[src/rtl/pdm_mic_frontend.sv]
// pdm_mic_frontend: shared PDM clock generation, per-mic 2-flop capture and
// 3rd-order CIC decimation to unsigned offset-binary PCM lanes.
module pdm_mic_frontend #(
   parameter int NUM_MICS   = 9,
   parameter int BIT_WIDTH  = 8,
   parameter int CLK_DIV    = 4,
   parameter int DECIM_LOG2 = 6
) (
   input  logic                          clk,
   input  logic                          rst,
   input  logic                          en,
   input  logic [NUM_MICS-1:0]           pdm_data_in,
   output logic                          pdm_clk,
   output logic [NUM_MICS*BIT_WIDTH-1:0] pcm_data_out,
   output logic                          pcm_valid,
   output logic                          settled
);

   localparam int W    = 3*DECIM_LOG2 + 1;
   localparam int PH_W = $clog2(2*CLK_DIV);
   localparam int R    = 1 << DECIM_LOG2;

   localparam logic [PH_W-1:0]       PH_LAST  = PH_W'(2*CLK_DIV - 1);
   localparam logic [PH_W-1:0]       PH_HIGH  = PH_W'(CLK_DIV);
   localparam logic [DECIM_LOG2-1:0] BC_LAST  = DECIM_LOG2'(R - 1);
   localparam logic [BIT_WIDTH-1:0]  MIDSCALE = {1'b1, {(BIT_WIDTH-1){1'b0}}};
   localparam logic [W-1:0]          FULL     = {1'b1, {(W-1){1'b0}}};

   typedef enum logic [1:0] {IDLE, SETTLE, RUN} state_t;

   state_t                  state, state_next;
   logic                    discard_seen, discard_seen_next;
   logic [PH_W-1:0]         ph, ph_next;
   logic [DECIM_LOG2-1:0]   bc;
   logic [NUM_MICS-1:0]     sync1, sync2;
   logic                    active;
   logic                    bit_stb;
   logic                    dec_stb;
   logic                    dec_pend;
   logic                    dec_event;
   logic                    emit;

   // Datapath only runs while enabled outside IDLE; en low clears it at once.
   assign active    = en && (state != IDLE);
   assign bit_stb   = active && (ph == PH_LAST);
   assign dec_stb   = bit_stb && (bc == BC_LAST);
   // Comb stage runs the cycle after the R-th integrator update; dropped if en falls.
   assign dec_event = dec_pend && active;
   assign ph_next   = !active ? '0 : (ph == PH_LAST) ? '0 : ph + 1'b1;
   assign settled   = (state == RUN);

   // FSM state register and settle-discard tracking.
   always_ff @(posedge clk or posedge rst) begin
      if (rst) begin
         state        <= IDLE;
         discard_seen <= 1'b0;
      end else begin
         state        <= state_next;
         discard_seen <= discard_seen_next;
      end
   end

   // FSM next-state: discard two decimation events in SETTLE, then emit in RUN.
   always_comb begin
      state_next        = state;
      discard_seen_next = discard_seen;
      emit              = 1'b0;
      case (state)
         IDLE: begin
            discard_seen_next = 1'b0;
            if (en) state_next = SETTLE;
         end
         SETTLE: begin
            if (!en) begin
               state_next = IDLE;
            end else if (dec_event) begin
               if (discard_seen) state_next = RUN;
               discard_seen_next = 1'b1;
            end
         end
         RUN: begin
            if (!en) state_next = IDLE;
            else     emit = dec_event;
         end
         default: state_next = IDLE;
      endcase
   end

   // Phase/bit counters and registered PDM clock aligned to the current phase.
   always_ff @(posedge clk or posedge rst) begin
      if (rst) begin
         ph       <= '0;
         bc       <= '0;
         pdm_clk  <= 1'b0;
         dec_pend <= 1'b0;
      end else begin
         ph       <= ph_next;
         pdm_clk  <= active && (ph_next >= PH_HIGH);
         dec_pend <= dec_stb;
         if (!active)      bc <= '0;
         else if (bit_stb) bc <= bc + 1'b1;
      end
   end

   // Two-flop synchronizer on every PDM line.
   always_ff @(posedge clk or posedge rst) begin
      if (rst) begin
         sync1 <= '0;
         sync2 <= '0;
      end else begin
         sync1 <= pdm_data_in;
         sync2 <= sync1;
      end
   end

   // Output strobe follows the emitted decimation event.
   always_ff @(posedge clk or posedge rst) begin
      if (rst) pcm_valid <= 1'b0;
      else     pcm_valid <= emit;
   end

   for (genvar gi = 0; gi < NUM_MICS; gi++) begin : g_chan
      logic [W-1:0]         i1, i2, i3;
      logic [W-1:0]         c1_dly, c2_dly, c3_dly;
      logic [W-1:0]         c1, c2, c3;
      logic [BIT_WIDTH-1:0] lane_val;
      logic [BIT_WIDTH-1:0] lane_q;

      assign c1       = i3 - c1_dly;
      assign c2       = c1 - c2_dly;
      assign c3       = c2 - c3_dly;
      // Full-scale R^3 does not fit the top output bits, so it saturates.
      assign lane_val = (c3 == FULL) ? {BIT_WIDTH{1'b1}} : c3[W-2 -: BIT_WIDTH];

      // Pipelined integrators on bit strobes, combs on decimation events.
      always_ff @(posedge clk or posedge rst) begin
         if (rst) begin
            i1 <= '0; i2 <= '0; i3 <= '0;
            c1_dly <= '0; c2_dly <= '0; c3_dly <= '0;
         end else if (!active) begin
            i1 <= '0; i2 <= '0; i3 <= '0;
            c1_dly <= '0; c2_dly <= '0; c3_dly <= '0;
         end else begin
            if (bit_stb) begin
               i1 <= i1 + W'(sync2[gi]);
               i2 <= i2 + i1;
               i3 <= i3 + i2;
            end
            if (dec_event) begin
               c1_dly <= i3;
               c2_dly <= c1;
               c3_dly <= c2;
            end
         end
      end

      // Lane holds its value except when a RUN-state sample is emitted.
      always_ff @(posedge clk or posedge rst) begin
         if (rst)       lane_q <= MIDSCALE;
         else if (emit) lane_q <= lane_val;
      end

      assign pcm_data_out[gi*BIT_WIDTH +: BIT_WIDTH] = lane_q;
   end

endmodule

[config.mk]
export PLATFORM = sky130hd
export DESIGN_NAME = pdm_mic_frontend
export DESIGN_NICKNAME = d
export VERILOG_FILES = /design/src/rtl/pdm_mic_frontend.sv
export SDC_FILE = /design/constraint.sdc
export NUM_CORES = 2
export LEC_CHECK = 0
export CAP_MARGIN = 20
export CORE_MARGIN = 2
export CORE_UTILIZATION = 46
export DETAILED_ROUTE_END_ITERATION = 7
export MAX_ROUTING_LAYER = met4
export RECOVER_POWER = 100
export SYNTH_ARGS = -nofsm -noshare
export SYNTH_HDL_FRONTEND = slang
export SYNTH_SLANG_ARGS = --single-unit
export TNS_END_PERCENT = 20
[constraint.sdc]
create_clock -name clk -period 37 [get_ports clk]
set_input_delay 7.4 -clock clk [delete_from_list [all_inputs] [get_ports clk]]
set_output_delay 7.4 -clock clk [all_outputs]
set_load 0.02 [all_outputs]
Word-level counts from Yosys, hierarchy flattened
Index checks and enable logic that the tools add are counted.

Bits in registers: 1131. Output and inout port bits: 75. Input bits: 12. Word-level logic and storage cells: 292.

Magnitude comparators: 1. Muxes and demuxes: 132. Reduce and logical (&&, ||, !) cells: 10. Add/sub/neg operators: 56. Equality and inequality tests: 21.

Operators by type and width (count): 19-bit two-way mux (108); 19-bit subtractor (27); 19-bit adder (18); 19-bit by 1-bit adder with 19-bit output (9); 19-bit equality test (second input constant) (9); 8-bit two-way mux (9); 6-bit two-way mux (2); 2-bit two-way mux (5); 2-bit inequality test (second input constant) (4); 6-bit by 1-bit adder with 6-bit output (second input constant) (1); 6-bit equality test (second input constant) (1); 3-bit two-way mux (2); 3-bit inequality test (second input constant) (2); 2-bit one-hot mux with 3 select lines (1); 1-bit logical AND (5); 1-bit two-way mux (4); 2-bit by 1-bit inequality test with 1-bit output (second input constant) (2); 4-bit AND reduction (1); 2-bit nonzero test (2); 3-bit by 1-bit adder with 3-bit output (second input constant) (1); 3-bit equality test (second input constant) (1); 3-bit >= comparator (second input constant) (1); 3-bit AND reduction (1); 2-bit by 1-bit equality test with 1-bit output (second input constant) (1); other kinds (3) (3).

Longest topological paths before layout
Depth after elaboration: 6. Depth in mapped cells: 29. Depth with buffers taken out: 29.

Worst setup path after synthesis
OpenSTA, ideal clock, no wires.

Kind: input port to flip-flop. Start point: in en. End point: reg g_chan[6].lane_q[4]. Arrival time: 9.234 ns. Data required time: 36.884 ns. Buffers on the path: 0. Slack: 27.650 ns. Cell stages on the path: 10. Setup time: 0.116 ns. Path through: nand3_1 > inv_1 > o2111ai_1 > nor3_1 > nand4_1 > a211o_1 > a2111oi_2 > nand4b_1 > o2111a_1 > o311ai_0.

Word-level cells in the longest chain between the ends: 4.

Ends and longest elaborated chain: from (decl) (line 11) `input logic en,`; 1-bit logical AND (line 44) `assign active = en && (state != IDLE);`; 1-bit logical AND (line 48) `assign dec_event = dec_pend && active;`; 1-bit two-way mux (*) (line 82) `if (!en) state_next = IDLE;`; 1-bit two-way mux (*) (line 68) `case (state)`; to (signal assigned) (line 160) `else if (emit) lane_q <= lane_val;`; to (decl) (line 127) `logic [BIT_WIDTH-1:0] lane_q;`.

Every way passes the cells marked *; elsewhere a longest branch is shown, timed or not. A chain may end at the register's enable or synchronous reset.

Final worst setup path
Start point: in en. End point: reg g_chan[3].c3_dly[4].

Word-level cells in the longest chain between the ends: 3. Elaborated cells on any way between the ends: 4. Classes of those cells: eq/ne: 1; mux: 1; reduce/logical: 2.

Ends and longest elaborated chain: 1-bit logical AND (*) (line 44); 1-bit logical AND (line 48); 2-bit by 1-bit inequality test with 1-bit output (no line); to (signal assigned) (line 139) `c1_dly <= '0; c2_dly <= '0; c3_dly <= '0;`; to (signal assigned) (line 142) `c1_dly <= '0; c2_dly <= '0; c3_dly <= '0;`; to (signal assigned) (line 152) `c3_dly <= c2;`; to (decl) (line 124) `logic [W-1:0] c1_dly, c2_dly, c3_dly;`.

Marked as above.

==> impl_metrics.toml <==
[outcome]
run_status = "complete, but fails checks"
violations = "capacitance limit, slew limit"

[power]
irDropWorstVdd_v = 0.0000333
combinationalPowerShare = 0.018
power_switching_uw = 610
seq_power_share = 0.450
static-leakage-power_nw = 39.5
switching_share = 0.221
clock_power_share = 0.533
intPower_mw = 2.15
cellPowerDensity_mw_per_mm2 = 30.7

[timing]
measured_slew_at_the_worst_slew_check_pin_ns = 9.30
timing.fmax_mhz = 44.6
timing_hold_violations_final = 0
maxSlewViolCount = 2085
worst_case_clock_skew_ns = 0.0242
timing.final.crit_period_ns = 22.43
period_share = 0.606
rsz_0062_raised_after_global_routing = "false"
relSlewSlack = -5.20
setup_total_negative_slack_ns = 0
report.final.setup_viol = 0

[detailed_routing]
route.antenna.remaining_nets = 0
vias_per_cell = 5.41
detailedRoute.firstPassIterationCount = 5
drt_first_iter_violations = 3007
routed_wirelength_um = 173000
vias = 61914
routedWlPerCell_um = 15.2
detail_route.drc_violations = 0

[critical_path]
startpoint_of_the_most_critical_setup_path = "en"
critical_path_end = "g_chan[3].c3_dly[4]"
critPathBufInv = 5
worstRegToRegCells = 6
worst_path_dominant_cell_family = "buffers and inverters"
timing.critical_path.required_ns = 37.60
critical-path-top-cell-by-count = "sky130_fd_sc_hd__clkbuf_1"
path_class = "primary input to flip-flop"
critPathMaxStageDelay_ns = 6.05
critical-path-slowest-cell = "sky130_fd_sc_hd__clkbuf_1"
critPathArrivalTime_ns = 23.03
timing.critical_path.depth = 7
critical_path.startpoint_type = "primary input"
critPathCaptureType = "flip-flop"
worst-path-max-fanout = 186
crit_chain = "dlygate4sd3_1 -> o21ai_0 -> clkbuf_1 -> clkbuf_1 -> clkbuf_1 -> buf_4 -> nor2_1"
reg2reg_from = "state[1]"
worstReg2RegEnd = "g_chan[3].c3_dly[4]"
worst-r2r-setup-slack_ns = 20.12

[global_routing]
grt_pass1_vias = 61692
globalRoute.totalOverflow = 0
grt_first_pass_wirelength_um = 299000
grt_max_degree = 187
grt_antenna_before_repair = 7
grt_util_all_layers = 0.199

[placed_design]
gp_routability_congestion = 0.832
hpwlAfterDp_um = 121000
detailed_place.area_mm2 = 0.0849
place.port_buffers = 86
placed_cells_incl_taps = 11176

[final_layout]
final_cell_area_mm2 = 0.0896
fillCellCount = 16447
number_of_cells_in_the_finished_layout_apart_from_fillers = 11435
nNetsFinal = 9859
share_of_cells_above_drive_strength_1 = 0.0396
area.growth.synth_to_final_pct = 9.82

[hold_path]
min-delay-path-class = "flip-flop to flip-flop"

[synthesis]
ys_ff_latch = 1130
seq_area_frac_synth = 0.347
yosysWarningCount = 0
syn_area_mm2 = 0.0816
post_synth_inst_count = 8963
synthesis.nets = 9842
ys.flop_type = "sky130_fd_sc_hd__dfrtp_1"
post_synth.cell_area_avg_um2 = 9.11
postSynth.asyncResetShare = 1.00
synth_enable_flop_cells = 0
synthDistinctLibCells = 87

[clock_tree]
cts.hold.buffers_added = 0
cts_buffer_depth = 3
worst_skew_pair.late_latency_ns = 0.78
clk_root_buffer_cell = "sky130_fd_sc_hd__clkbuf_16"
post-cts-setup-buffer-count = 0
clkSlewWorstSetupHoldPaths_ns = 0.05
tritoncts = "yes"
gates_resized_cts_repair = 0
h-tree-depth = 4
numCtsBuffers = 141
cts_num_sinks = 1130

[die]
floorplan.die.width_um = 425
die_h_um = 425
ioPinCount = 87
start_util = 0.463
placement_rows = 154
design.die.area_mm2 = 0.181
coreArea_mm2 = 0.176

[job]
maxcap_viol_count = 30
[cell usage in the layout, fill, tap and decap left out, drive strengths merged, types with 176 or more instances in the layout]
master | netlist | final
nand3 | 176 | 176
a21o | 189 | 189
nor3 | 216 | 216
inv | 673 | 678
clkbuf | 209 | 234
mux2i | 739 | 739
a21oi | 458 | 458
dfrtp | 1121 | 1121
xnor2 | 471 | 471
nor2 | 1349 | 1349
ha | 831 | 831
o21ai | 278 | 278
xor2 | 333 | 333
nand2 | 398 | 398
[cell families (layout without fill, tap and decap cells)]
group	after synthesis	after routing	synth area share
buffers and inverters	936	1065	0.0432
adders and majority gates	867	867	0.136
AOI/OAI and AO/OA	1696	1696	0.137
and+or+nand+nor	2779	2779	0.157
DFF	1130	1130	0.347
muxes	740	740	0.0908
xor gates and xnor gates	815	815	0.0894
other	0	3	0
[cell type report]
type                            instances  area (µm²)  area share
Antenna cell                            3        7.51   0.0000838
Clock buffer                          205        4160      0.0464
Clock inverter                         50         764     0.00853
Inverter                              673        2530      0.0282
Multi-Input combinational cell       6897       49800       0.556
Sequential cell                      1130       28300       0.316
Tap cell                             2340        2930      0.0327
Timing Repair Buffer                  137        1150      0.0128
[per-stage QoR]
step,hold slack [ns],utilization,setup slack (ns),total power [mW]
floorplan,0.331,-,14.01,1.30
global placement,0.336,0.481,24.23,1.31
detailed placement,0.336,0.481,24.18,1.31
CTS,0.350,0.509,25.04,2.81
global route,0.351,0.508,12.74,2.86
finish,0.347,0.508,14.57,2.76
[synthesized netlist by cell type, types with 88 or more instances]
cell type | n | area, µm²
sky130_fd_sc_hd__mux2i_1 | 739 | 7400
sky130_fd_sc_hd__a21o_1 | 189 | 1420
sky130_fd_sc_hd__dfrtp_1 | 1121 | 28100
sky130_fd_sc_hd__clkbuf_1 | 209 | 785
sky130_fd_sc_hd__o21a_1 | 120 | 901
sky130_fd_sc_hd__inv_1 | 673 | 2530
sky130_fd_sc_hd__nor2_1 | 1349 | 5060
sky130_fd_sc_hd__xor2_1 | 333 | 2920
sky130_fd_sc_hd__nand3_1 | 173 | 866
sky130_fd_sc_hd__o21ai_0 | 263 | 1320
sky130_fd_sc_hd__o211ai_1 | 104 | 781
sky130_fd_sc_hd__ha_1 | 831 | 10400
sky130_fd_sc_hd__nand2_1 | 398 | 1490
sky130_fd_sc_hd__and3_1 | 88 | 551
sky130_fd_sc_hd__nor2b_1 | 95 | 594
sky130_fd_sc_hd__a21oi_1 | 458 | 2290
sky130_fd_sc_hd__nor3_1 | 216 | 1080
sky130_fd_sc_hd__xnor2_1 | 471 | 4130
[worst reg2reg max path: stages, from the launching register on]
cell and delay (ns):
sky130_fd_sc_hd__dfrtp_1 0.44, sky130_fd_sc_hd__o21ai_0 2.54, sky130_fd_sc_hd__clkbuf_1 2.93, sky130_fd_sc_hd__clkbuf_1 6.07, sky130_fd_sc_hd__clkbuf_1 3.39, sky130_fd_sc_hd__buf_4 1.14
sky130_fd_sc_hd__nor2_1 0.20
[flip-flops by register name, indices dropped and copies added, names as in the netlist]
name / flops
g_chan.lane_q: 72
dec_pend: 1
bc: 6
g_chan.c3_dly: 171
g_chan.c2_dly: 171
g_chan.i2: 171
ph: 2
sync1: 9
discard_seen: 1
g_chan.c1_dly: 171
g_chan.i1: 171
state: 2
sync2: 9
g_chan.i3: 171
pcm_valid: 1
pdm_clk: 1
[worst min-delay path by stage]
stage	start	to	slack, ns	cells past startpoint
floorplan	sync1[0]	sync2[0]	0.33	0
global placement	sync1[0]	sync2[0]	0.34	0
detailed placement	sync1[5]	sync2[5]	0.34	0
global route	sync1[0]	sync2[0]	0.35	0
finish	sync1[0]	sync2[0]	0.35	0
CTS	sync1[0]	sync2[0]	0.35	0
[layer usage]
| metal | vias up | GRT usage | share of wire |
|---|---|---|---|
| li1 | 31385 | - | - |
| met1 | 29732 | 0.251 | 0.47 |
| met2 | 580 | 0.337 | 0.48 |
| met3 | 217 | 0.0250 | 0.027 |
| met4 | 0 | 0.0510 | 0.020 |
| met5 | - | - | 0 |
[power by group through the flow]
| stage | Combinational (mW) | Sequential [mW] | Clock (mW) |
|---|---|---|---|
| 2_1_floorplan | 0.0353 | 1.26 | 0 |
| 3_3_place_gp | 0.0530 | 1.26 | 0 |
| 3_5_place_dp | 0.0539 | 1.26 | 0 |
| 4_1_cts | 0.0540 | 1.24 | 1.52 |
| 5_1_grt | 0.0573 | 1.24 | 1.56 |
| 6_report | 0.0488 | 1.24 | 1.47 |
No activity file was read; power rests on OpenSTA's default activity.
